<file path="config.mk">
export PLATFORM = sky130hd
export DESIGN_NAME = packet_receiver
export DESIGN_NICKNAME = d
export VERILOG_FILES = /design/src/rtl/types.sv /design/src/rtl/flit_pipe_reg.sv /design/src/rtl/packet_receiver.sv
export SDC_FILE = /design/constraint.sdc
export NUM_CORES = 1
export LEC_CHECK = 0
export ABC_CLOCK_PERIOD_IN_PS = 3750
export CAP_MARGIN = 25
export CORE_ASPECT_RATIO = 1.75
export CORE_MARGIN = 1
export CORE_UTILIZATION = 33
export DETAILED_ROUTE_END_ITERATION = 8
export PLACE_DENSITY_LB_ADDON = 0.1
export SLEW_MARGIN = 20
export SYNTH_ARGS = -nofsm -noshare
export SYNTH_HDL_FRONTEND = slang
export SYNTH_HIERARCHICAL = 1
export SYNTH_SLANG_ARGS = --single-unit
</file>
<file path="constraint.sdc">
create_clock -name nocclk -period 3.75 [get_ports nocclk]
set_clock_uncertainty 0.2 [all_clocks]
set_input_delay 0.375 -clock nocclk [delete_from_list [all_inputs] [get_ports nocclk]]
set_output_delay 0.375 -clock nocclk [all_outputs]
set_load 0.005 [all_outputs]
</file>
<file path="src/rtl/types.sv">
// Shared flit definitions for the NoC receive path: the flit word, its field positions,
// type encodings and the payload checksum.
package types;

  typedef logic [63:0] flit_t;

  localparam int unsigned TypeMsb    = 63;
  localparam int unsigned TypeLsb    = 62;
  localparam int unsigned IdMsb      = 61;
  localparam int unsigned IdLsb      = 58;
  localparam int unsigned CsumMsb    = 57;
  localparam int unsigned CsumLsb    = 50;
  localparam int unsigned PayloadMsb = 49;
  localparam int unsigned PayloadLsb = 0;

  typedef enum logic [1:0] {
    FlitHead = 2'b00,
    FlitBody = 2'b01,
    FlitTail = 2'b10,
    FlitNope = 2'b11
  } flit_type_e;

  function automatic flit_type_e flit_type(input flit_t f);
    return flit_type_e'(f[TypeMsb:TypeLsb]);
  endfunction

  function automatic logic [3:0] flit_id(input flit_t f);
    return f[IdMsb:IdLsb];
  endfunction

  function automatic logic [7:0] flit_csum(input flit_t f);
    return f[CsumMsb:CsumLsb];
  endfunction

  function automatic logic [49:0] flit_payload(input flit_t f);
    return f[PayloadMsb:PayloadLsb];
  endfunction

  // XOR of the seven bytes of the payload zero-extended to 56 bits.
  function automatic logic [7:0] checksum(input logic [49:0] payload);
    logic [55:0] wide;
    logic [7:0]  acc;
    wide = {6'b0, payload};
    acc  = '0;
    for (int i = 0; i < 7; i++) begin
      acc ^= wide[8*i +: 8];
    end
    return acc;
  endfunction

endpackage

</file>
<file path="src/rtl/flit_pipe_reg.sv">
// Single-entry output register with skid-free ready: accepts a new flit on the same edge the
// held one is taken downstream.
module flit_pipe_reg
  import types::*;
(
  input  logic  clk_i,
  input  logic  rst_i,
  input  flit_t in_flit_i,
  input  logic  in_push_i,
  output logic  in_ready_o,
  output flit_t out_flit_o,
  output logic  out_valid_o,
  input  logic  out_ready_i
);

  flit_t flit_q, flit_d;
  logic  valid_q, valid_d;

  assign in_ready_o  = !rst_i && (!valid_q || out_ready_i);
  assign out_flit_o  = flit_q;
  assign out_valid_o = valid_q;

  always_comb begin
    flit_d  = flit_q;
    valid_d = valid_q;
    if (in_push_i) begin
      flit_d  = in_flit_i;
      valid_d = 1'b1;
    end else if (out_ready_i) begin
      valid_d = 1'b0;
    end
  end

  always_ff @(posedge clk_i) begin
    if (rst_i) begin
      flit_q  <= '0;
      valid_q <= 1'b0;
    end else begin
      flit_q  <= flit_d;
      valid_q <= valid_d;
    end
  end

endmodule

</file>
<file path="src/rtl/packet_receiver.sv">
// Link-side packet receiver: validates flit ordering, forwards good flits through one output
// register and counts errors. Define PACKET_RECEIVER_CHECKSUM_EN to enable payload checksum checks.
module packet_receiver
  import types::*;
#(
  parameter int unsigned TIMEOUT_CYCLES = 255
) (
  input  logic        nocclk,
  input  logic        rst,
  input  flit_t       received_flit,
  input  logic        received_flit_valid,
  output logic        received_flit_ready,
  output flit_t       transfered_flit,
  output logic        transfered_flit_valid,
  input  logic        transfered_flit_ready,
  output flit_t       transfered_head_flit,
  output logic        packet_error,
  output logic [7:0]  error_count
);

  typedef enum logic [1:0] {StIdle, StInPacket, StDrop} state_e;

  state_e     state_q, state_d;
  logic [3:0] exp_id_q, exp_id_d;
  logic [7:0] idle_cnt_q, idle_cnt_d;
  flit_t      head_q, head_d;
  logic       perr_q, perr_d;
  logic [7:0] err_cnt_q, err_cnt_d;

  logic       accept, fwd, start, err, csum_ok, push;
  flit_type_e ftype;
  logic [3:0] fid;
  logic [8:0] idle_inc;

  assign accept   = received_flit_valid && received_flit_ready;
  assign ftype    = flit_type(received_flit);
  assign fid      = flit_id(received_flit);
  assign idle_inc = {1'b0, idle_cnt_q} + 9'd1;
  assign push     = accept && fwd;

`ifdef PACKET_RECEIVER_CHECKSUM_EN
  assign csum_ok = (flit_csum(received_flit) == checksum(flit_payload(received_flit)));
`else
  assign csum_ok = 1'b1;
`endif

  always_comb begin
    state_d    = state_q;
    exp_id_d   = exp_id_q;
    idle_cnt_d = '0;
    head_d     = head_q;
    fwd        = 1'b0;
    start      = 1'b0;
    err        = 1'b0;
    if (accept && ftype != FlitNope) begin
      if (!csum_ok) begin
        err     = 1'b1;
        state_d = (ftype == FlitBody) ? StDrop : StIdle;
      end else begin
        unique case (state_q)
          StIdle: begin
            if (ftype == FlitHead && fid == 4'd0) start = 1'b1;
            else err = 1'b1;
          end
          StInPacket: begin
            unique case (ftype)
              FlitHead: begin
                err = 1'b1;
                if (fid == 4'd0) start = 1'b1;
                else state_d = StIdle;
              end
              FlitBody, FlitTail: begin
                if (fid == exp_id_q) begin
                  fwd      = 1'b1;
                  exp_id_d = exp_id_q + 4'd1;
                  if (ftype == FlitTail) state_d = StIdle;
                end else begin
                  err     = 1'b1;
                  state_d = StDrop;
                end
              end
              default: ;
            endcase
          end
          StDrop: begin
            if (ftype == FlitHead) begin
              if (fid == 4'd0) start = 1'b1;
              else state_d = StIdle;
            end else if (ftype == FlitTail) begin
              state_d = StIdle;
            end
          end
          default: state_d = StIdle;
        endcase
      end
    end else if (state_q == StInPacket) begin
      // NOPEs and empty cycles both age the packet.
      if (idle_inc == 9'(TIMEOUT_CYCLES)) begin
        err     = 1'b1;
        state_d = StIdle;
      end else begin
        idle_cnt_d = idle_inc[7:0];
      end
    end
    if (start) begin
      fwd      = 1'b1;
      head_d   = received_flit;
      exp_id_d = 4'd1;
      state_d  = StInPacket;
    end
    perr_d    = err;
    err_cnt_d = (err && err_cnt_q != 8'hFF) ? err_cnt_q + 8'd1 : err_cnt_q;
  end

  always_ff @(posedge nocclk) begin
    if (rst) begin
      state_q    <= StIdle;
      exp_id_q   <= '0;
      idle_cnt_q <= '0;
      head_q     <= '0;
      perr_q     <= 1'b0;
      err_cnt_q  <= '0;
    end else begin
      state_q    <= state_d;
      exp_id_q   <= exp_id_d;
      idle_cnt_q <= idle_cnt_d;
      head_q     <= head_d;
      perr_q     <= perr_d;
      err_cnt_q  <= err_cnt_d;
    end
  end

  assign transfered_head_flit = head_q;
  assign packet_error         = perr_q;
  assign error_count          = err_cnt_q;

  flit_pipe_reg u_pipe (
    .clk_i       (nocclk),
    .rst_i       (rst),
    .in_flit_i   (received_flit),
    .in_push_i   (push),
    .in_ready_o  (received_flit_ready),
    .out_flit_o  (transfered_flit),
    .out_valid_o (transfered_flit_valid),
    .out_ready_i (transfered_flit_ready)
  );

endmodule

</file>
==> impl_results.html, run 1 <==
<table>
<tr><th>Metric</th><th>Value</th></tr>
<tr><th colspan="2">Run status</th></tr>
<tr><td>Run status</td><td>completed</td></tr>
<tr><th colspan="2">Worst setup path</th></tr>
<tr><td>FF-to-FF Start</td><td>u_pipe/out_valid_o$_SDFFE_PP0P_</td></tr>
<tr><td>Crit Path Class</td><td>input port to register</td></tr>
<tr><td>Endpoint type of the worst setup path</td><td>register</td></tr>
<tr><td>Required @ worst endpoint</td><td>3850 ps</td></tr>
<tr><td>CP startpoint kind</td><td>input port</td></tr>
<tr><td>Arrival time worst endpoint</td><td>2940 ps</td></tr>
<tr><td>Critical path fanouts, max</td><td>12</td></tr>
<tr><td>First element of the critical path</td><td>received_flit[62]</td></tr>
<tr><th colspan="2">Floorplanning</th></tr>
<tr><td>Area enclosed by the die boundary</td><td>18700 sq um</td></tr>
<tr><td>Site row count</td><td>64</td></tr>
<tr><td>Core area</td><td>17600 sq um</td></tr>
<tr><td>Starting Density</td><td>33.9%</td></tr>
<tr><td>Die boundary width</td><td>104 um</td></tr>
<tr><td>Die Span Y</td><td>180 um</td></tr>
<tr><td>I/O pin count</td><td>207</td></tr>
<tr><th colspan="2">Logic synthesis</th></tr>
<tr><td>Async set-reset flop share out of synthesis</td><td>0%</td></tr>
<tr><td>Cell variety after synth</td><td>48</td></tr>
<tr><td>Multiplexer share of the synthesized area</td><td>12.0%</td></tr>
<tr><td>Synth warnings</td><td>6</td></tr>
<tr><td>Parity-gate share of the synthesized area counting xor and xnor cells</td><td>1.90%</td></tr>
<tr><td>Mapped Area</td><td>5980 sq um</td></tr>
<tr><td>Register area share after synthesis</td><td>50.9%</td></tr>
<tr><td>Compound-gate portion of the synthesized area</td><td>7.76%</td></tr>
<tr><td>Area fraction of the dominant cell type after synthesis</td><td>50.9%</td></tr>
<tr><td>Post-synth EDFFs</td><td>0</td></tr>
<tr><td>Most instantiated library cell after synthesis</td><td>sky130_fd_sc_hd__dfxtp_1</td></tr>
<tr><td>Top_reg_cell synth</td><td>sky130_fd_sc_hd__dfxtp_1</td></tr>
<tr><td>Synth area leaders</td><td>sky130_fd_sc_hd__dfxtp_1 (51%), sky130_fd_sc_hd__mux2i_1 (11%), sky130_fd_sc_hd__nand2_1 (8.0%)</td></tr>
<tr><td>Simple-gate share of the synthesized area</td><td>19.3%</td></tr>
<tr><td>Net count after synthesis</td><td>722</td></tr>
<tr><td>Avg Cell Area, Syn</td><td>9.30 sq um</td></tr>
<tr><td>Cell type contributing the most total cell area after synthesis</td><td>sky130_fd_sc_hd__dfxtp_1</td></tr>
<tr><td>Seq cells post-synth</td><td>152</td></tr>
<tr><td>Cell count after synthesis</td><td>643</td></tr>
<tr><td>Combinational family with the most area after synthesis</td><td>simple AND/OR/NAND/NOR gates</td></tr>
<tr><td>Post-synth top cells</td><td>sky130_fd_sc_hd__dfxtp_1 (152), sky130_fd_sc_hd__nand2_1 (128), sky130_fd_sc_hd__nor2_1 (81)</td></tr>
<tr><td>Adder-cell area share of the yosys netlist</td><td>2.30%</td></tr>
<tr><th colspan="2">Pwr</th></tr>
<tr><td>Maximum VDD drop</td><td>234 uV</td></tr>
<tr><td>Leakage Power</td><td>2.94 nW</td></tr>
<tr><td>Overall power consumption</td><td>3.52 mW</td></tr>
<tr><td>Power per cell area</td><td>402 nW/um^2</td></tr>
<tr><th colspan="2">Clock network</th></tr>
<tr><td>Clock root cell</td><td>sky130_fd_sc_hd__clkbuf_16</td></tr>
<tr><td>Post-CTS setup repair buffer count</td><td>0</td></tr>
<tr><td>Number of buffers between clock root and the deepest sink</td><td>2</td></tr>
<tr><td>Post_cts resized</td><td>0</td></tr>
<tr><td>Sinks on the clock net</td><td>152</td></tr>
<tr><td>CTS Hold Bufs</td><td>0</td></tr>
<tr><td>CTS tree</td><td>done</td></tr>
<tr><td>Clock slew at the register clock pins of the worst setup and hold paths</td><td>60 ps</td></tr>
<tr><td>Clock latency at the later pin of the worst-skew pair</td><td>410 ps</td></tr>
<tr><td>TritonCTS Buffers</td><td>17</td></tr>
<tr><td>H-Tree Depth</td><td>4</td></tr>
<tr><th colspan="2">GRT</th></tr>
<tr><td>Maximum number of pins on one net before global-route repair</td><td>80</td></tr>
<tr><td>Number of antenna violations at the first check in global routing</td><td>0</td></tr>
<tr><td>Global-route wire length before repair</td><td>27.2 mm</td></tr>
<tr><td>Total routing usage reported by global routing</td><td>18.4%</td></tr>
<tr><td>Via count of the first global-routing pass</td><td>5083</td></tr>
<tr><td>Remaining Overflow, GRT</td><td>0</td></tr>
<tr><th colspan="2">Layout</th></tr>
<tr><td>Number of fill cells in the layout</td><td>1672</td></tr>
<tr><td>Layout cells sized above 1</td><td>5.98%</td></tr>
<tr><td>Growth of design area from synthesis to finish</td><td>46.3%</td></tr>
<tr><td>Final net count</td><td>919</td></tr>
<tr><td>Diodes inserted</td><td>0</td></tr>
<tr><th colspan="2">Drt</th></tr>
<tr><td>Antenna viol nets, final</td><td>0</td></tr>
<tr><td>Remaining design rule violation count</td><td>0</td></tr>
<tr><td>Wl on met1</td><td>6.61 mm</td></tr>
<tr><td>Met3 wire len</td><td>857 um</td></tr>
<tr><td>Drt initial violations</td><td>187</td></tr>
<tr><td>Total wire length after detailed routing</td><td>16.9 mm</td></tr>
<tr><td>Routed length on met2</td><td>9.18 mm</td></tr>
<tr><td>Number of vias in the routed layout</td><td>5146</td></tr>
<tr><td>Highest routed layer</td><td>met4</td></tr>
<tr><td>Count of TritonRoute iterations in the first routing pass</td><td>5</td></tr>
<tr><td>Via density per instance</td><td>4.75</td></tr>
<tr><td>Routed length per placed instance</td><td>15.6 um</td></tr>
<tr><th colspan="2">Flow run</th></tr>
<tr><td>Max-capacitance violation count</td><td>0</td></tr>
<tr><th colspan="2">Timing</th></tr>
<tr><td>Crit path setup slack, layout</td><td>915 ps</td></tr>
<tr><td>Total count of hold-check failures in the final report</td><td>0</td></tr>
<tr><td>Final max-slew violation count</td><td>0</td></tr>
<tr><td>Worst slack on hold paths</td><td>253 ps</td></tr>
<tr><td>Finish-stage setup viols</td><td>0</td></tr>
<tr><td>RSZ-0062 raised after global routing</td><td>no</td></tr>
<tr><td>Minimum clock period</td><td>2840 ps</td></tr>
<tr><td>Share of the clock period used by the worst path</td><td>75.6%</td></tr>
<tr><td>Transition time of the tightest slew-check pin</td><td>824 ps</td></tr>
<tr><td>Maximum clock rate</td><td>0.353 GHz</td></tr>
<tr><td>Headroom to the max-slew limit</td><td>45.1%</td></tr>
<tr><td>Total negative slack</td><td>0 ps</td></tr>
<tr><th colspan="2">Hold path</th></tr>
<tr><td>Worst min-delay path class</td><td>register to register</td></tr>
<tr><td>Beginning of the worst hold path</td><td>transfered_head_flit[33]$_SDFFE_PP0P_</td></tr>
<tr><th colspan="2">Place</th></tr>
<tr><td>Number of buffers inserted by port buffering</td><td>206</td></tr>
<tr><td>Worst setup slack before clock tree synthesis</td><td>486 ps</td></tr>
<tr><td>Half-perimeter wire length after detailed placement</td><td>11.9 mm</td></tr>
<tr><td>GP Congestion</td><td>0.805</td></tr>
</table>
-- worst max-delay path, stage by stage --
cell,delay (ps)
sky130_fd_sc_hd__clkdlybuf4s50_1,550
sky130_fd_sc_hd__inv_1,90
sky130_fd_sc_hd__ha_1,360
sky130_fd_sc_hd__nand2_1,180
sky130_fd_sc_hd__a41oi_1,130
sky130_fd_sc_hd__a2111oi_4,710
sky130_fd_sc_hd__nor4_1,180
sky130_fd_sc_hd__mux2_1,350
-- kinds of logic after synthesis --
group,after synthesis
fa+ha+maj,11
compound gates,81
xor+xnor,13
mux,71
flops,152
buf+inv,51
simple gates,264
-- sequential cells by signal, summed over array words and instances, names as in the netlist --
| signal | flops |
|---|---|
| transfered_head_flit | 64 |
| error_count | 8 |
| u_pipe/out_flit_o | 64 |
| packet_error | 1 |
| u_pipe/out_valid_o | 1 |
| state_q | 2 |
| exp_id_q | 4 |
| idle_cnt_q | 8 |
-- final cells by class --
class / instances / area (sq um) / share of cell area [%]
clock buffers: 19 / 443 / 5.06
flip-flops and latches: 152 / 3040 / 34.8
clock inverters: 13 / 161 / 1.85
repair buffers: 217 / 2170 / 24.8
well taps: 231 / 289 / 3.30
inverters: 12 / 45.0 / 0.515
multi-input cells: 440 / 2600 / 29.7
-- layout by cell type (no fill, tap or decap), types with 3 or more instances in the layout --
| master | count |
|---|---|
| sky130_fd_sc_hd__ha_1 | 11 |
| sky130_fd_sc_hd__nand2_1 | 128 |
| sky130_fd_sc_hd__clkinv_4 | 3 |
| sky130_fd_sc_hd__nor4_1 | 7 |
| sky130_fd_sc_hd__o31ai_1 | 3 |
| sky130_fd_sc_hd__mux2i_1 | 66 |
| sky130_fd_sc_hd__nand3_1 | 9 |
| sky130_fd_sc_hd__dfxtp_1 | 152 |
| sky130_fd_sc_hd__clkbuf_16 | 17 |
| sky130_fd_sc_hd__nor2_1 | 81 |
| sky130_fd_sc_hd__nor2b_1 | 7 |
| sky130_fd_sc_hd__and3_1 | 8 |
| sky130_fd_sc_hd__buf_4 | 9 |
| sky130_fd_sc_hd__xnor2_1 | 10 |
| sky130_fd_sc_hd__nor3_1 | 6 |
| sky130_fd_sc_hd__clkdlybuf4s50_1 | 205 |
| sky130_fd_sc_hd__inv_1 | 11 |
| sky130_fd_sc_hd__nand4_1 | 3 |
| sky130_fd_sc_hd__mux2_1 | 5 |
| sky130_fd_sc_hd__inv_6 | 3 |
| sky130_fd_sc_hd__inv_8 | 3 |
| sky130_fd_sc_hd__xor2_1 | 3 |
| sky130_fd_sc_hd__a21oi_1 | 67 |
-- final timing paths --
path,end,slack [ps],cells past startpoint
worst max-delay path,error_count[3]$_SDFFE_PP0P_,910,8
worst min-delay path,transfered_head_flit[33]$_SDFFE_PP0P_,250,2
worst max register to register,transfered_head_flit[17]$_SDFFE_PP0P_,1110,7
worst min register to register,transfered_head_flit[33]$_SDFFE_PP0P_,250,2
-- power breakdown --
part	internal (mW)	total, mW	switching, mW
sequential	1.62	1.62	0.00321
clock	1.02	1.74	0.722
combinational	0.0846	0.154	0.0697
-- per-layer routing --
| metal | global-route usage [%] | vias up |
|---|---|---|
| li1 | - | 2549 |
| met1 | 20.0 | 2420 |
| met2 | 34.3 | 159 |
| met3 | 4.67 | 18 |
| met4 | 6.51 | 0 |
| met5 | 0 | - |
-- stage by stage --
stage	utilization, %	cells	cell area (sq um)
global placement	46.2	1051	8140
CTS	49.6	1083	8740
global route	49.7	1084	8750
detailed placement	46.2	1051	8140
finish	49.7	1084	8750
floorplan	-	643	5980
Note: power is estimated with default switching activity, not from simulation.
==> run 2, diff against run 1 <==
ABC_CLOCK_PERIOD_IN_PS = 2600   (was 3750)
clock period = 2.6 ns   (was 3.75 ns; I/O delays follow)
==> run 2 against run 1 <==
Compared with the run above:
- die area unchanged
- cell count up 2.4%
- wire length down 0.89%
- clock-buffer cell count up 1
- critical path depth down 2
- sequential power up 44%
- first-iteration DRC count down 25%
- global-route usage down 0.20 points
- critical path type is now register to register
- critical endpoint is now error_count[5]$_SDFFE_PP0P_
- largest cell class unchanged
- highest routed layer unchanged
==> impl_results.html, run 2 (synthesis gave the netlist of run 1 again) <==
<table>
<tr><th>Metric</th><th>Value</th></tr>
<tr><th colspan="2">Clock network</th></tr>
<tr><td>Sinks on the clock net</td><td>152 (unchanged)</td></tr>
<tr><td>CTS Hold Bufs</td><td>0 (unchanged)</td></tr>
<tr><td>Clock latency at the later pin of the worst-skew pair</td><td>410 ps (about the same)</td></tr>
<tr><td>CTS tree</td><td>done</td></tr>
<tr><td>Number of buffers between clock root and the deepest sink</td><td>2 (unchanged)</td></tr>
<tr><td>Clock root cell</td><td>sky130_fd_sc_hd__clkbuf_16</td></tr>
<tr><td>Clock slew at the register clock pins of the worst setup and hold paths</td><td>60 ps (about the same)</td></tr>
<tr><td>TritonCTS Buffers</td><td>17 (unchanged)</td></tr>
<tr><td>H-Tree Depth</td><td>4 (unchanged)</td></tr>
<tr><th colspan="2">Drt</th></tr>
<tr><td>Routed length per placed instance</td><td>15.1 um (-3.2%)</td></tr>
<tr><td>Remaining design rule violation count</td><td>0 (unchanged)</td></tr>
<tr><td>Count of TritonRoute iterations in the first routing pass</td><td>4 (-1)</td></tr>
<tr><td>Antenna viol nets, final</td><td>0 (unchanged)</td></tr>
<tr><td>Drt initial violations</td><td>141 (-25%)</td></tr>
<tr><td>Via density per instance</td><td>4.71 (-0.75%)</td></tr>
<tr><td>Number of vias in the routed layout</td><td>5230 (+1.6%)</td></tr>
<tr><td>Total wire length after detailed routing</td><td>16.8 mm (-0.89%)</td></tr>
<tr><th colspan="2">Pwr</th></tr>
<tr><td>Maximum VDD drop</td><td>424 uV (+81%)</td></tr>
<tr><td>Power per cell area</td><td>562 nW/um^2 (+40%)</td></tr>
<tr><td>Overall power consumption</td><td>5.05 mW (+43%)</td></tr>
<tr><td>Leakage Power</td><td>3.07 nW (+4.4%)</td></tr>
<tr><th colspan="2">GRT</th></tr>
<tr><td>Number of antenna violations at the first check in global routing</td><td>0 (unchanged)</td></tr>
<tr><td>Gr busiest metal</td><td>met2</td></tr>
<tr><td>Maximum number of pins on one net before global-route repair</td><td>85 (+6.3%)</td></tr>
<tr><td>Global-route wire length before repair</td><td>27.0 mm (-0.96%)</td></tr>
<tr><td>M2 GR Usage</td><td>33.8% (-0.46 points)</td></tr>
<tr><td>Via count of the first global-routing pass</td><td>5271 (+3.7%)</td></tr>
<tr><td>Remaining Overflow, GRT</td><td>0 (unchanged)</td></tr>
<tr><td>GR Util met1</td><td>18.8% (-1.2 points)</td></tr>
<tr><td>Met3 Use GR</td><td>4.59% (-0.072 points)</td></tr>
<tr><td>Total routing usage reported by global routing</td><td>18.2% (-0.20 points)</td></tr>
<tr><th colspan="2">Worst setup path</th></tr>
<tr><td>Arrival time worst endpoint</td><td>2490 ps (-450 ps)</td></tr>
<tr><td>FF-to-FF Start</td><td>idle_cnt_q[0]$_SDFF_PP0_</td></tr>
<tr><td>FF-to-FF path depth</td><td>6 (-1)</td></tr>
<tr><td>Required @ worst endpoint</td><td>2690 ps (-1160 ps)</td></tr>
<tr><td>Setup slack of the most critical reg-to-reg path</td><td>200 ps (-910 ps)</td></tr>
<tr><td>Crit Path Class</td><td>register to register</td></tr>
<tr><td>Endpoint type of the worst setup path</td><td>register</td></tr>
<tr><td>Critical path fanouts, max</td><td>9 (-3)</td></tr>
<tr><td>Critical R2R Capture</td><td>error_count[5]$_SDFFE_PP0P_</td></tr>
<tr><td>CP startpoint kind</td><td>register</td></tr>
<tr><th colspan="2">Floorplanning</th></tr>
<tr><td>Core area</td><td>17600 sq um (unchanged)</td></tr>
<tr><td>Starting Density</td><td>33.9% (unchanged)</td></tr>
<tr><td>Die Span Y</td><td>180 um (unchanged)</td></tr>
<tr><td>Area enclosed by the die boundary</td><td>18700 sq um (unchanged)</td></tr>
<tr><td>Site row count</td><td>64 (unchanged)</td></tr>
<tr><td>I/O pin count</td><td>207 (unchanged)</td></tr>
<tr><td>Die boundary width</td><td>104 um (unchanged)</td></tr>
<tr><th colspan="2">Layout</th></tr>
<tr><td>Growth of design area from synthesis to finish</td><td>50.2%</td></tr>
<tr><td>Final std cells w/o fill</td><td>1110 (+2.4%)</td></tr>
<tr><td>Commonest non-fill, non-tap cells in the layout</td><td>sky130_fd_sc_hd__clkdlybuf4s50_1 (205), sky130_fd_sc_hd__dfxtp_1 (152), sky130_fd_sc_hd__nand2_1 (128)</td></tr>
<tr><td>Register area</td><td>3040 sq um (unchanged)</td></tr>
<tr><td>Commonest non-fill, non-tap cell in the layout</td><td>sky130_fd_sc_hd__clkdlybuf4s50_1</td></tr>
<tr><td>Final core occ</td><td>51.0% (+1.3 points)</td></tr>
<tr><td>Multi-input gate area</td><td>2610 sq um (+0.39%)</td></tr>
<tr><td>Diodes inserted</td><td>0 (unchanged)</td></tr>
<tr><td>Layout cells sized above 1</td><td>8.99% (+3.0 points)</td></tr>
<tr><td>Number of fill cells in the layout</td><td>1671 (-0.060%)</td></tr>
<tr><td>Final net count</td><td>945 (+2.8%)</td></tr>
<tr><th colspan="2">Timing</th></tr>
<tr><td>Finish-stage setup viols</td><td>0 (unchanged)</td></tr>
<tr><td>Final max-slew violation count</td><td>0 (unchanged)</td></tr>
<tr><td>Share of the clock period used by the worst path</td><td>92.1%</td></tr>
<tr><td>Transition time of the tightest slew-check pin</td><td>890 ps (+66.4 ps)</td></tr>
<tr><td>RSZ-0062 raised after global routing</td><td>no</td></tr>
<tr><td>Total count of hold-check failures in the final report</td><td>0 (unchanged)</td></tr>
<tr><td>Maximum clock rate</td><td>0.418 GHz</td></tr>
<tr><td>Minimum clock period</td><td>2400 ps</td></tr>
<tr><td>Headroom to the max-slew limit</td><td>40.6% (-4.4 points)</td></tr>
<tr><th colspan="2">Hold path</th></tr>
<tr><td>Worst min-delay path class</td><td>input port to register</td></tr>
<tr><td>Beginning of the worst hold path</td><td>received_flit[43]</td></tr>
<tr><td>Instance count along the most critical hold path</td><td>3 (+1)</td></tr>
<tr><td>Hold-critical path endpoint</td><td>transfered_head_flit[43]$_SDFFE_PP0P_</td></tr>
<tr><th colspan="2">Place</th></tr>
<tr><td>Half-perimeter wire length after detailed placement</td><td>11.9 mm (-0.25%)</td></tr>
<tr><td>GP Congestion</td><td>0.796 (-1.2%)</td></tr>
<tr><td>Number of buffers inserted by port buffering</td><td>206 (unchanged)</td></tr>
<tr><td>Cell Count Post-Placement</td><td>1078 (+2.6%)</td></tr>
<tr><th colspan="2">Run status</th></tr>
<tr><td>Run status</td><td>completed</td></tr>
<tr><th colspan="2">Flow run</th></tr>
<tr><td>Max-capacitance violation count</td><td>0 (unchanged)</td></tr>
</table>
-- run 2: cell types whose count changed in the layout (fill, tap and decap cells not counted), moves of 2 or more --
cell                         delta
sky130_fd_sc_hd__clkinv_4       -2
sky130_fd_sc_hd__buf_12         +3
sky130_fd_sc_hd__buf_4         +24
sky130_fd_sc_hd__inv_8          -3
sky130_fd_sc_hd__clkinvlp_4     +2
-- run 2: critical path: stages (launching register included) --
cell and delay, ps:
sky130_fd_sc_hd__dfxtp_1 340, sky130_fd_sc_hd__ha_1 240, sky130_fd_sc_hd__xnor2_1 150, sky130_fd_sc_hd__nor2_1 240
sky130_fd_sc_hd__a41oi_2 320, sky130_fd_sc_hd__nor4_1 420, sky130_fd_sc_hd__mux2_1 360
-- run 2: metrics by stage --
| step | setup WS, ps | hold WS [ps] | setup TNS, ps | instance area [sq um] |
|---|---|---|---|---|
| global placement | -153 | 243 | -9800 | 8380 |
| global route | 52.0 | 231 | 0 | 8980 |
| detailed placement | -188 | 246 | -12880 | 8380 |
| CTS | 117 | 195 | 0 | 8970 |
| floorplan | 126 | 196 | 0 | 5980 |
| finish | 205 | 218 | 0 | 8980 |
-- run 2: routing by layer --
layer  share of wire (%)  vias up
met5                   0        -
met4                 2.9        0
met3                 5.4       26
met2                  53      170
met1                  39     2444
li1                    -     2590
-- run 2: repair_timing --
action,4_1_cts,5_1_grt
hold endpoints to repair,0,0
gates resized for setup,0,2
endpoints found under the setup margin,0,5
setup buffers,0,0
-- run 2: cell type report --
type,instances,area share (%)
inverters,12,0.502
multi-input cells,440,29.0
repair buffers,243,26.7
clock inverters,12,1.55
flip-flops and latches,152,33.9
well taps,231,3.22
clock buffers,20,5.08
-- run 2: how the worst max path moves through the flow --
stage	from	endpoint	slack [ps]	cells past startpoint
floorplan	rst	u_pipe/out_flit_o[18]$_SDFFE_PP0P_	130	10
global placement	received_flit[62]	error_count[4]$_SDFFE_PP0P_	-150	10
detailed placement	received_flit[62]	error_count[5]$_SDFFE_PP0P_	-190	10
CTS	idle_cnt_q[0]$_SDFF_PP0_	error_count[5]$_SDFFE_PP0P_	120	6
global route	idle_cnt_q[0]$_SDFF_PP0_	error_count[4]$_SDFFE_PP0P_	50	6
finish	idle_cnt_q[0]$_SDFF_PP0_	error_count[5]$_SDFFE_PP0P_	200	6
-- run 2: where the power goes --
group / switching, mW / leakage [nW] / internal, mW / total (mW)
registers: 0.00467 / 1.22 / 2.33 / 2.34
logic: 0.107 / 1.57 / 0.139 / 0.246
clock network: 0.987 / 0.280 / 1.48 / 2.46
total: 1.10 / 3.07 / 3.95 / 5.05
